**config.mk**
```make
export PLATFORM = sky130hd
export DESIGN_NAME = config_loader
export DESIGN_NICKNAME = d
export VERILOG_FILES = /design/src/rtl/cfg_pkg.sv /design/src/rtl/prog_clk_gen.sv /design/src/rtl/config_loader.sv
export SDC_FILE = /design/constraint.sdc
export NUM_CORES = 1
export LEC_CHECK = 0
export CORE_ASPECT_RATIO = 0.9
export CORE_MARGIN = 4
export CORE_UTILIZATION = 40
export CTS_BUF_LIST = sky130_fd_sc_hd__clkbuf_8
export CTS_CLUSTER_SIZE = 16
export DETAILED_ROUTE_END_ITERATION = 8
export HOLD_SLACK_MARGIN = 0.12
export PLACE_DENSITY = 0.62
export SLEW_MARGIN = 20
export SYNTH_ARGS = -nofsm -noshare
export SYNTH_HDL_FRONTEND = slang
export SYNTH_SLANG_ARGS = --single-unit
```
**constraint.sdc**
```tcl
create_clock -name clk -period 2.3 [get_ports clk]
set_input_delay 0.23 -clock clk [delete_from_list [all_inputs] [get_ports clk]]
set_output_delay 0.23 -clock clk [all_outputs]
set_load 0.01 [all_outputs]
```
**src/rtl/cfg_pkg.sv**
```systemverilog
// Shared definitions for the configuration-chain loader: FSM encoding and the bit-serial CRC-16 step.
// The VERIFY states are present only when CONFIG_READBACK_EN is defined.
package cfg_pkg;

  localparam logic [15:0] CRC16_POLY = 16'h1021;
  localparam logic [15:0] CRC16_INIT = 16'hFFFF;

  typedef enum logic [2:0] {
    ST_IDLE,
    ST_FETCH,
    ST_SHIFT_LO,
    ST_SHIFT_HI,
`ifdef CONFIG_READBACK_EN
    ST_VERIFY_LO,
    ST_VERIFY_HI,
`endif
    ST_FIN
  } state_e;

  function automatic logic [15:0] crc16_step(input logic [15:0] crc, input logic bit_in);
    crc16_step = {crc[14:0], 1'b0} ^ ((crc[15] ^ bit_in) ? CRC16_POLY : 16'h0000);
  endfunction

endpackage

```
**src/rtl/prog_clk_gen.sv**
```systemverilog
// Programming-clock phase generator: counts CLK_DIV cycles per half-period and
// toggles a registered prog_clk level at each phase end while the chain is being clocked.
module prog_clk_gen #(
  parameter int CLK_DIV = 2
) (
  input  logic clk,
  input  logic rst_n,
  input  logic run,
  input  logic hi_phase,
  output logic phase_end,
  output logic prog_clk
);
  localparam int CW = (CLK_DIV > 1) ? $clog2(CLK_DIV) : 1;

  logic [CW-1:0] cnt_q;
  logic          prog_clk_q;

  assign phase_end = run && (cnt_q == CW'(CLK_DIV - 1));
  assign prog_clk  = prog_clk_q;

  // The level flips on the same edge the FSM changes phase, so prog_clk never glitches.
  always_ff @(posedge clk) begin
    if (!rst_n) begin
      cnt_q      <= '0;
      prog_clk_q <= 1'b0;
    end else if (!run) begin
      cnt_q      <= '0;
      prog_clk_q <= 1'b0;
    end else if (phase_end) begin
      cnt_q      <= '0;
      prog_clk_q <= ~hi_phase;
    end else begin
      cnt_q <= cnt_q + 1'b1;
    end
  end

endmodule

```
**src/rtl/config_loader.sv**
```systemverilog
// Serialises a valid/ready bitstream word stream (LSB first) into the daisy-chained programming registers.
// Defining CONFIG_READBACK_EN adds a CRC-16 checked, non-destructive readback rotation of the chain.
module config_loader
  import cfg_pkg::*;
#(
  parameter int CHAIN_LEN = 304,
  parameter int WORD_W    = 8,
  parameter int CLK_DIV   = 2
) (
  input  logic              clk,
  input  logic              rst_n,
  input  logic              start,
  output logic              busy,
  output logic              done,
  output logic              error,
  input  logic [WORD_W-1:0] s_data,
  input  logic              s_valid,
  output logic              s_ready,
  output logic              prog_clk,
  output logic              prog_en,
  output logic              prog_in,
  input  logic              prog_out
);
  localparam int BW = $clog2(CHAIN_LEN + 1);
  localparam int WW = (WORD_W > 1) ? $clog2(WORD_W) : 1;

  state_e            state_q;
  logic [BW-1:0]     bit_cnt_q;
  logic [WW-1:0]     wbit_q;
  logic [WORD_W-1:0] shreg_q;
  logic              busy_q, done_q, s_ready_q, prog_en_q, prog_in_q;
  logic              clk_run, clk_hi, phase_end, handshake, last_bit, word_end, next_bit;

  assign handshake = (state_q == ST_FETCH) && s_valid;
  assign last_bit  = (bit_cnt_q == BW'(CHAIN_LEN - 1));
  assign word_end  = (wbit_q == WW'(WORD_W - 1));
  assign next_bit  = (state_q == ST_SHIFT_HI) && phase_end && !last_bit && !word_end;

`ifdef CONFIG_READBACK_EN
  logic        error_q;
  logic [15:0] crc_ld_q, crc_rd_q;
  assign clk_run = state_q inside {ST_SHIFT_LO, ST_SHIFT_HI, ST_VERIFY_LO, ST_VERIFY_HI};
  assign clk_hi  = state_q inside {ST_SHIFT_HI, ST_VERIFY_HI};
  assign error   = error_q;
`else
  logic unused_prog_out;
  assign unused_prog_out = prog_out;
  assign clk_run = state_q inside {ST_SHIFT_LO, ST_SHIFT_HI};
  assign clk_hi  = (state_q == ST_SHIFT_HI);
  assign error   = 1'b0;
`endif

  prog_clk_gen #(.CLK_DIV(CLK_DIV)) u_clk_gen (
    .clk      (clk),
    .rst_n    (rst_n),
    .run      (clk_run),
    .hi_phase (clk_hi),
    .phase_end(phase_end),
    .prog_clk (prog_clk)
  );

  // Word shifter holds the not-yet-sent bits; bit 0 of the fetched word goes straight to prog_in.
  always_ff @(posedge clk) begin
    if (handshake) shreg_q <= s_data >> 1;
    else if (next_bit) shreg_q <= shreg_q >> 1;
  end

  always_ff @(posedge clk) begin
    if (!rst_n) begin
      state_q   <= ST_IDLE;
      bit_cnt_q <= '0;
      wbit_q    <= '0;
      busy_q    <= 1'b0;
      done_q    <= 1'b0;
      s_ready_q <= 1'b0;
      prog_en_q <= 1'b0;
      prog_in_q <= 1'b0;
`ifdef CONFIG_READBACK_EN
      error_q   <= 1'b0;
      crc_ld_q  <= CRC16_INIT;
      crc_rd_q  <= CRC16_INIT;
`endif
    end else begin
      case (state_q)
        ST_IDLE: if (start) begin
          state_q   <= ST_FETCH;
          busy_q    <= 1'b1;
          done_q    <= 1'b0;
          s_ready_q <= 1'b1;
          bit_cnt_q <= '0;
          wbit_q    <= '0;
`ifdef CONFIG_READBACK_EN
          error_q   <= 1'b0;
          crc_ld_q  <= CRC16_INIT;
          crc_rd_q  <= CRC16_INIT;
`endif
        end
        ST_FETCH: if (s_valid) begin
          state_q   <= ST_SHIFT_LO;
          s_ready_q <= 1'b0;
          prog_en_q <= 1'b1;
          prog_in_q <= s_data[0];
          wbit_q    <= '0;
        end
        ST_SHIFT_LO: if (phase_end) state_q <= ST_SHIFT_HI;
        ST_SHIFT_HI: if (phase_end) begin
          bit_cnt_q <= bit_cnt_q + 1'b1;
`ifdef CONFIG_READBACK_EN
          crc_ld_q  <= crc16_step(crc_ld_q, prog_in_q);
`endif
          if (last_bit) begin
`ifdef CONFIG_READBACK_EN
            // Tail is already stable here; feeding it back makes the rotation non-destructive.
            state_q   <= ST_VERIFY_LO;
            bit_cnt_q <= '0;
            prog_in_q <= prog_out;
`else
            state_q   <= ST_FIN;
            prog_en_q <= 1'b0;
            busy_q    <= 1'b0;
            done_q    <= 1'b1;
`endif
          end else if (word_end) begin
            state_q   <= ST_FETCH;
            s_ready_q <= 1'b1;
          end else begin
            state_q   <= ST_SHIFT_LO;
            wbit_q    <= wbit_q + 1'b1;
            prog_in_q <= shreg_q[0];
          end
        end
`ifdef CONFIG_READBACK_EN
        ST_VERIFY_LO: if (phase_end) begin
          state_q  <= ST_VERIFY_HI;
          crc_rd_q <= crc16_step(crc_rd_q, prog_out);
        end
        ST_VERIFY_HI: if (phase_end) begin
          bit_cnt_q <= bit_cnt_q + 1'b1;
          if (last_bit) begin
            state_q   <= ST_FIN;
            prog_en_q <= 1'b0;
            busy_q    <= 1'b0;
            done_q    <= (crc_rd_q == crc_ld_q);
            error_q   <= (crc_rd_q != crc_ld_q);
          end else begin
            state_q   <= ST_VERIFY_LO;
            prog_in_q <= prog_out;
          end
        end
`endif
        ST_FIN:  state_q <= ST_IDLE;
        default: state_q <= ST_IDLE;
      endcase
    end
  end

  assign busy    = busy_q;
  assign done    = done_q;
  assign s_ready = s_ready_q;
  assign prog_en = prog_en_q;
  assign prog_in = prog_in_q;

endmodule
```
# == Word level (Yosys, flattened, before mapping) ==
# Cells that the tools add are included.
# word_totals
regBits,29
input_bits,13
out_inout_bits,7
wordCells,90
# classes
n_addsub,3
n_eq_ne,13
n_mux,38
bitwise_logic,3
reduce_logical,22
# ops
operator,n
2-to-1 mux 3 bit,10
2-to-1 mux 9 bit,2
one-hot mux 9 bit (2 select lines),1
!= test 2 bit (second input constant),8
2-to-1 mux 1 bit,15
2-to-1 mux 7 bit,2
one-hot mux 3 bit (4 select lines),1
AND reduction 4 bit,3
AND reduction 6 bit,2
adder 9 x 1 -> 9 bit (second input constant),1
equality test 9 bit (second input constant),1
one-hot mux 3 bit (3 select lines),1
one-hot mux 1 bit (2 select lines),4
nonzero test 2 bit,4
equality test 3 x 2 -> 1 bit (second input constant),2
logical AND 1 bit,5
AND reduction 5 bit,1
adder 3 x 1 -> 3 bit (second input constant),1
equality test 3 x 1 -> 1 bit (second input constant),1
equality test 3 bit (second input constant),1
logical NOT 3 bit,1
inverter 1 bit,3
one-hot mux 1 bit (3 select lines),1
AND reduction 3 bit,1
6 further kinds,7

# == Logic depth before layout (Yosys ltp) ==
# logic_depth
depth_word,8
depth_mapped,5
mapped_depth_nobuf,5

# == Hierarchy ==
# A second synthesis with hierarchy kept.
# hier_totals
hier_cells,148
area_unflattened_um2,1492.7
# modules_own_cells
mod,n_inst,cells_each,area_each_um2,seq_area_each_um2
config_loader,1,141,1421.4,610.6
prog_clk_gen,1,7,71.3,40.0

# == Least setup slack after synthesis ==
# Ideal clock, no wire load.
# synth_timing
kind,register to register
from,reg bit_cnt_q[0]
to,"reg shreg_q[0], enable pin"
setup_time_ns,0.309
arrival_ns,1.367
required_ns,1.991
setup_slack_ns,0.624
stages_incl_launch_ff,5
path_buffers,0
period_less_slack_ns,1.676
cell_sequence,dfxtp_1 > ha_1 > and4_1 > a211oi_1 > or2_2
# synth_between
elab_chain_cells,5
# synth_lines
element,line_no,rtl
from (decl),config_loader.sv:28,logic [BW-1:0] bit_cnt_q;
from (signal assigned),config_loader.sv:107,bit_cnt_q <= bit_cnt_q + 1'b1;
equality test 9 bit,config_loader.sv:35,assign last_bit = (bit_cnt_q == BW'(CHAIN_LEN - 1));
logical NOT 1 bit,config_loader.sv:37,assign next_bit = (state_q == ST_SHIFT_HI) && phase_end && !last_bit && !word_end;
logical AND 1 bit (2 in a row),config_loader.sv:37,
nonzero test 2 bit (no source line),n/a,
to (signal assigned),config_loader.sv:64,if (handshake) shreg_q <= s_data >> 1;
to (signal assigned),config_loader.sv:65,else if (next_bit) shreg_q <= shreg_q >> 1;
to (decl),config_loader.sv:30,logic [WORD_W-1:0] shreg_q;
# Every way passes these cells.
# A chain may end at the register's enable or synchronous reset.

# == Worst setup path after layout ==
# layout_timing
from,reg state_q[1]
to,reg bit_cnt_q[3]
# layout_between
elab_chain_cells,5
elab_cells_between_ends,10
cone_classes,4 x eq/ne; 1 x mux; 5 x reduce/logical
# layout_lines
element,line_no,rtl
from (decl),config_loader.sv:27,state_e state_q;
from (signal assigned),config_loader.sv:70,state_q <= ST_IDLE;
from (signal assigned),config_loader.sv:86,state_q <= ST_FETCH;
from (signal assigned),config_loader.sv:99,state_q <= ST_SHIFT_LO;
equality test 3 x 2 -> 1 bit (on tied branches),"config_loader.sv:48, config_loader.sv:84",
nonzero test 2 bit,config_loader.sv:48,"assign clk_run = state_q inside {ST_SHIFT_LO, ST_SHIFT_HI};"
logical AND 1 bit,prog_clk_gen.sv:18,assign phase_end = run && (cnt_q == CW'(CLK_DIV - 1));
!= test 2 bit (no source line),n/a,
AND reduction 3 bit (no source line),n/a,
# Several ways; a longest one is shown, not always the timed one.

==> impl_metrics.json <==
{
  "fillers": 315,
  "fin_util_pct": 51.1,
  "synth_top_area_share_pct": 30.2,
  "cts_max_level": 2,
  "initialDrtViolationCount": 79,
  "arrival_ns": 2.04,
  "grt_pass1_wl_um": 4920,
  "max_cap_violations": 0,
  "ys_types": 45,
  "ys_seq_elements": 29,
  "regArea_um2": 651,
  "via_per_inst": 5.49,
  "hp-class": "flip-flop to flip-flop",
  "async_reset_ff_share_pct": 0,
  "yosys_warnings": 0,
  "status": "completed",
  "initial_core_util_pct": 42.5,
  "cp-end-kind": "flip-flop",
  "r2r_start": "state_q[1]$_SDFFE_PN0P_",
  "fin_nets": 186,
  "rows": 20,
  "ir_drop_uv": 385,
  "io_buffers": 17,
  "rsz0062_at_grt": "no",
  "grt.total_usage_pct": 13.5,
  "path_buf_inv": 0,
  "synth_edf_count": 7,
  "routedWlPerCell_um": 13.6,
  "switchingPower_w": 0.000266,
  "synth_top_area_cell": "dfxtp_1",
  "clkPwrFrac_pct": 36.0,
  "synthCells": 150,
  "max_stage_delay_ns": 0.59,
  "first_pass_iters": 4,
  "netlist_area_um2": 1460,
  "crit_chain": "nand3_1, a21o_1, or3_1, a21oi_1",
  "post-dp-hpwl_um": 2170,
  "drive_gt1_share_pct": 14.0,
  "synthTopCellsByArea": "dfxtp_1 (30%), edfxtp_1 (14%), mux2_2 (5.4%)",
  "synth_top_family_by_area": "compound AO/OA/AOI/OAI gates",
  "syn_to_final_growth_pct": 20.4,
  "min_period_ns": 1.83,
  "cts_made_buffers": 5,
  "p_leak_nw": 0.601,
  "place_congestion": 0.830,
  "grt_pass1_vias": 1115,
  "synth-simple-area-share_pct": 18.8,
  "hold-path-cell-count": 2,
  "seq_area_frac_synth_pct": 44.7,
  "finalCritPeriodShare_pct": 79.6,
  "die_width_um": 71.6,
  "routed_wl_um": 2920,
  "cts_hold_buf": 0,
  "critical_path_class": "flip-flop to flip-flop",
  "tritoncts": "done",
  "overflow": 0,
  "slew_violations": 0,
  "ctsResizeCount": 0,
  "synth_compound_area_share_pct": 21.7,
  "min-delay-start": "prog_en$_SDFFE_PN0P_",
  "clock_latency_ns": 0.28,
  "reg2reg_depth": 4,
  "skew_ns": 0.00726,
  "synth.avg_cell_area_um2": 9.71,
  "r2r_end": "bit_cnt_q[3]$_SDFFE_PN0P_",
  "tns_ns": 0,
  "synth_xor_area_share_pct": 1.20,
  "start_kind": "flip-flop",
  "ios": 20,
  "syn-num-nets": 166,
  "grt_max_degree": 16,
  "critPathTopFamily": "simple AND/OR/NAND/NOR gates",
  "synth_mux_area_share_pct": 6.10,
  "crit_slowest_cell": "dfxtp_1",
  "drc": 0,
  "p_int_w": 0.000817,
  "cp_max_fo": 15,
  "rrSetupSlack_ns": 0.47,
  "hold_viol": 0,
  "yosys-top-cells-count": "dfxtp_1 (22), o21ai_0 (11), a21oi_1 (10), nand3_1 (10), inv_1 (9)",
  "clk_pin_slew_worst_paths_ns": 0.06,
  "post_cts_buffers": 0,
  "clock_sinks": 29,
  "swShare_pct": 24.6,
  "holdPathEnd": "prog_en$_SDFFE_PN0P_",
  "p_seq_share_pct": 52.1,
  "ys.flop_type": "dfxtp_1",
  "required_ns": 2.51,
  "final-setup-viol-count": 0,
  "antenna_left": 0,
  "clk_path_buf_depth": 2,
  "core_um2": 3430,
  "synth.most_common_cell": "dfxtp_1",
  "root_buffer": "clkbuf_8",
  "synth_fa_ha_area_share_pct": 2.58,
  "num_antenna_cells": 0,
  "fp.dieArea_um2": 4670,
  "vias": 1181,
  "comb_power_share_pct": 11.9,
  "power_density_nw_per_um2": 618,
  "die_y_um": 65.2,
  "fmax_mhz": 546,
  "antenna_found_initial": 0,
  "multiInputGateArea_um2": 738
}
## sequential cells by signal, summed over array words and instances (netlist names)
| signal | cells |
|---|---|
| done | 1 |
| busy | 1 |
| s_ready | 1 |
| bit_cnt_q | 9 |
| shreg_q | 7 |
| u_clk_gen.prog_clk | 1 |
| wbit_q | 3 |
| state_q | 3 |
| prog_en | 1 |
| u_clk_gen.cnt_q | 1 |
| prog_in | 1 |
## layout by cell type (no fill, tap or decap), drive strengths merged, types with 3 or more instances in the layout
cell and instances:
nand3 10, a21oi 10, o21ai 12, clkdlybuf4s50 17
nor2 9, nand2 7, mux2 7, dfxtp 22
inv 10, ha 3, a2111oi 3, edfxtp 7
or3 3, nor2b 4, clkbuf 5, a211oi 3
o211ai 3, buf 3, a21o 3
## layout make-up
type                    instances  share of cell area [%]
inverters                       9                    1.93
flip-flops and latches         29                    37.1
well taps                      44                    3.14
clock buffers                   5                    3.93
repair buffers                 20                    11.0
multi-input cells             105                    42.1
clock inverters                 3                   0.785
## worst min-delay path: cells and delay by family (launching register included)
family	cells	cell delay [ns]
compound gates	1	0.06
flops	1	0.32
simple gates	1	0.05
## through the flow
stage | hold slack [ns] | setup WS [ns] | instance area (um^2) | cells | total power [W]
after floorplan | 0.428 | 0.624 | 1460 | 150 | 0.000652
after global placement | 0.458 | 0.296 | 1670 | 207 | 0.000702
after detailed placement | 0.460 | 0.286 | 1670 | 207 | 0.000705
after CTS | 0.469 | 0.469 | 1750 | 215 | 0.00110
after global routing | 0.503 | 0.300 | 1750 | 215 | 0.00113
final | 0.468 | 0.469 | 1750 | 215 | 0.00108
## cells by family after synthesis
| logic type | count (synthesis) |
|---|---|
| buffers and inverters | 16 |
| other | 1 |
| and+or+nand+nor | 48 |
| DFF | 29 |
| xor gates and xnor gates | 2 |
| adders and majority gates | 3 |
| muxes | 8 |
| AOI/OAI and AO/OA | 43 |
## layer usage
| layer | global-route usage, % | up-vias | routed length (um) |
|---|---|---|---|
| li1 | - | 598 | - |
| met1 | 17.3 | 553 | 1460 |
| met2 | 20.3 | 23 | 1270 |
| met3 | 4.43 | 7 | 135 |
| met4 | 6.34 | 0 | 61 |
| met5 | 0 | - | 0 |
## power by group through the flow
stage	Sequential (W)	Clock, W	Combinational [W]
floorplan	0.000568	0	0.0000840
global placement	0.000575	0	0.000127
detailed placement	0.000576	0	0.000129
CTS	0.000565	0.000403	0.000130
global route	0.000568	0.000424	0.000140
finish	0.000565	0.000390	0.000129
## worst max path at each step
| stage | from | end | slack, ns | cells past startpoint |
|---|---|---|---|---|
| after CTS | state_q[1]$_SDFFE_PN0P_ | bit_cnt_q[3]$_SDFFE_PN0P_ | 0.47 | 4 |
| after global routing | state_q[1]$_SDFFE_PN0P_ | bit_cnt_q[3]$_SDFFE_PN0P_ | 0.30 | 4 |
| after floorplan | bit_cnt_q[0]$_SDFFE_PN0P_ | shreg_q[0]$_DFFE_PP_ | 0.62 | 4 |
| final | state_q[1]$_SDFFE_PN0P_ | bit_cnt_q[3]$_SDFFE_PN0P_ | 0.47 | 4 |
| after global placement | start | bit_cnt_q[3]$_SDFFE_PN0P_ | 0.30 | 5 |
| after detailed placement | start | bit_cnt_q[3]$_SDFFE_PN0P_ | 0.29 | 5 |
(Power assumes the default switching activity.)
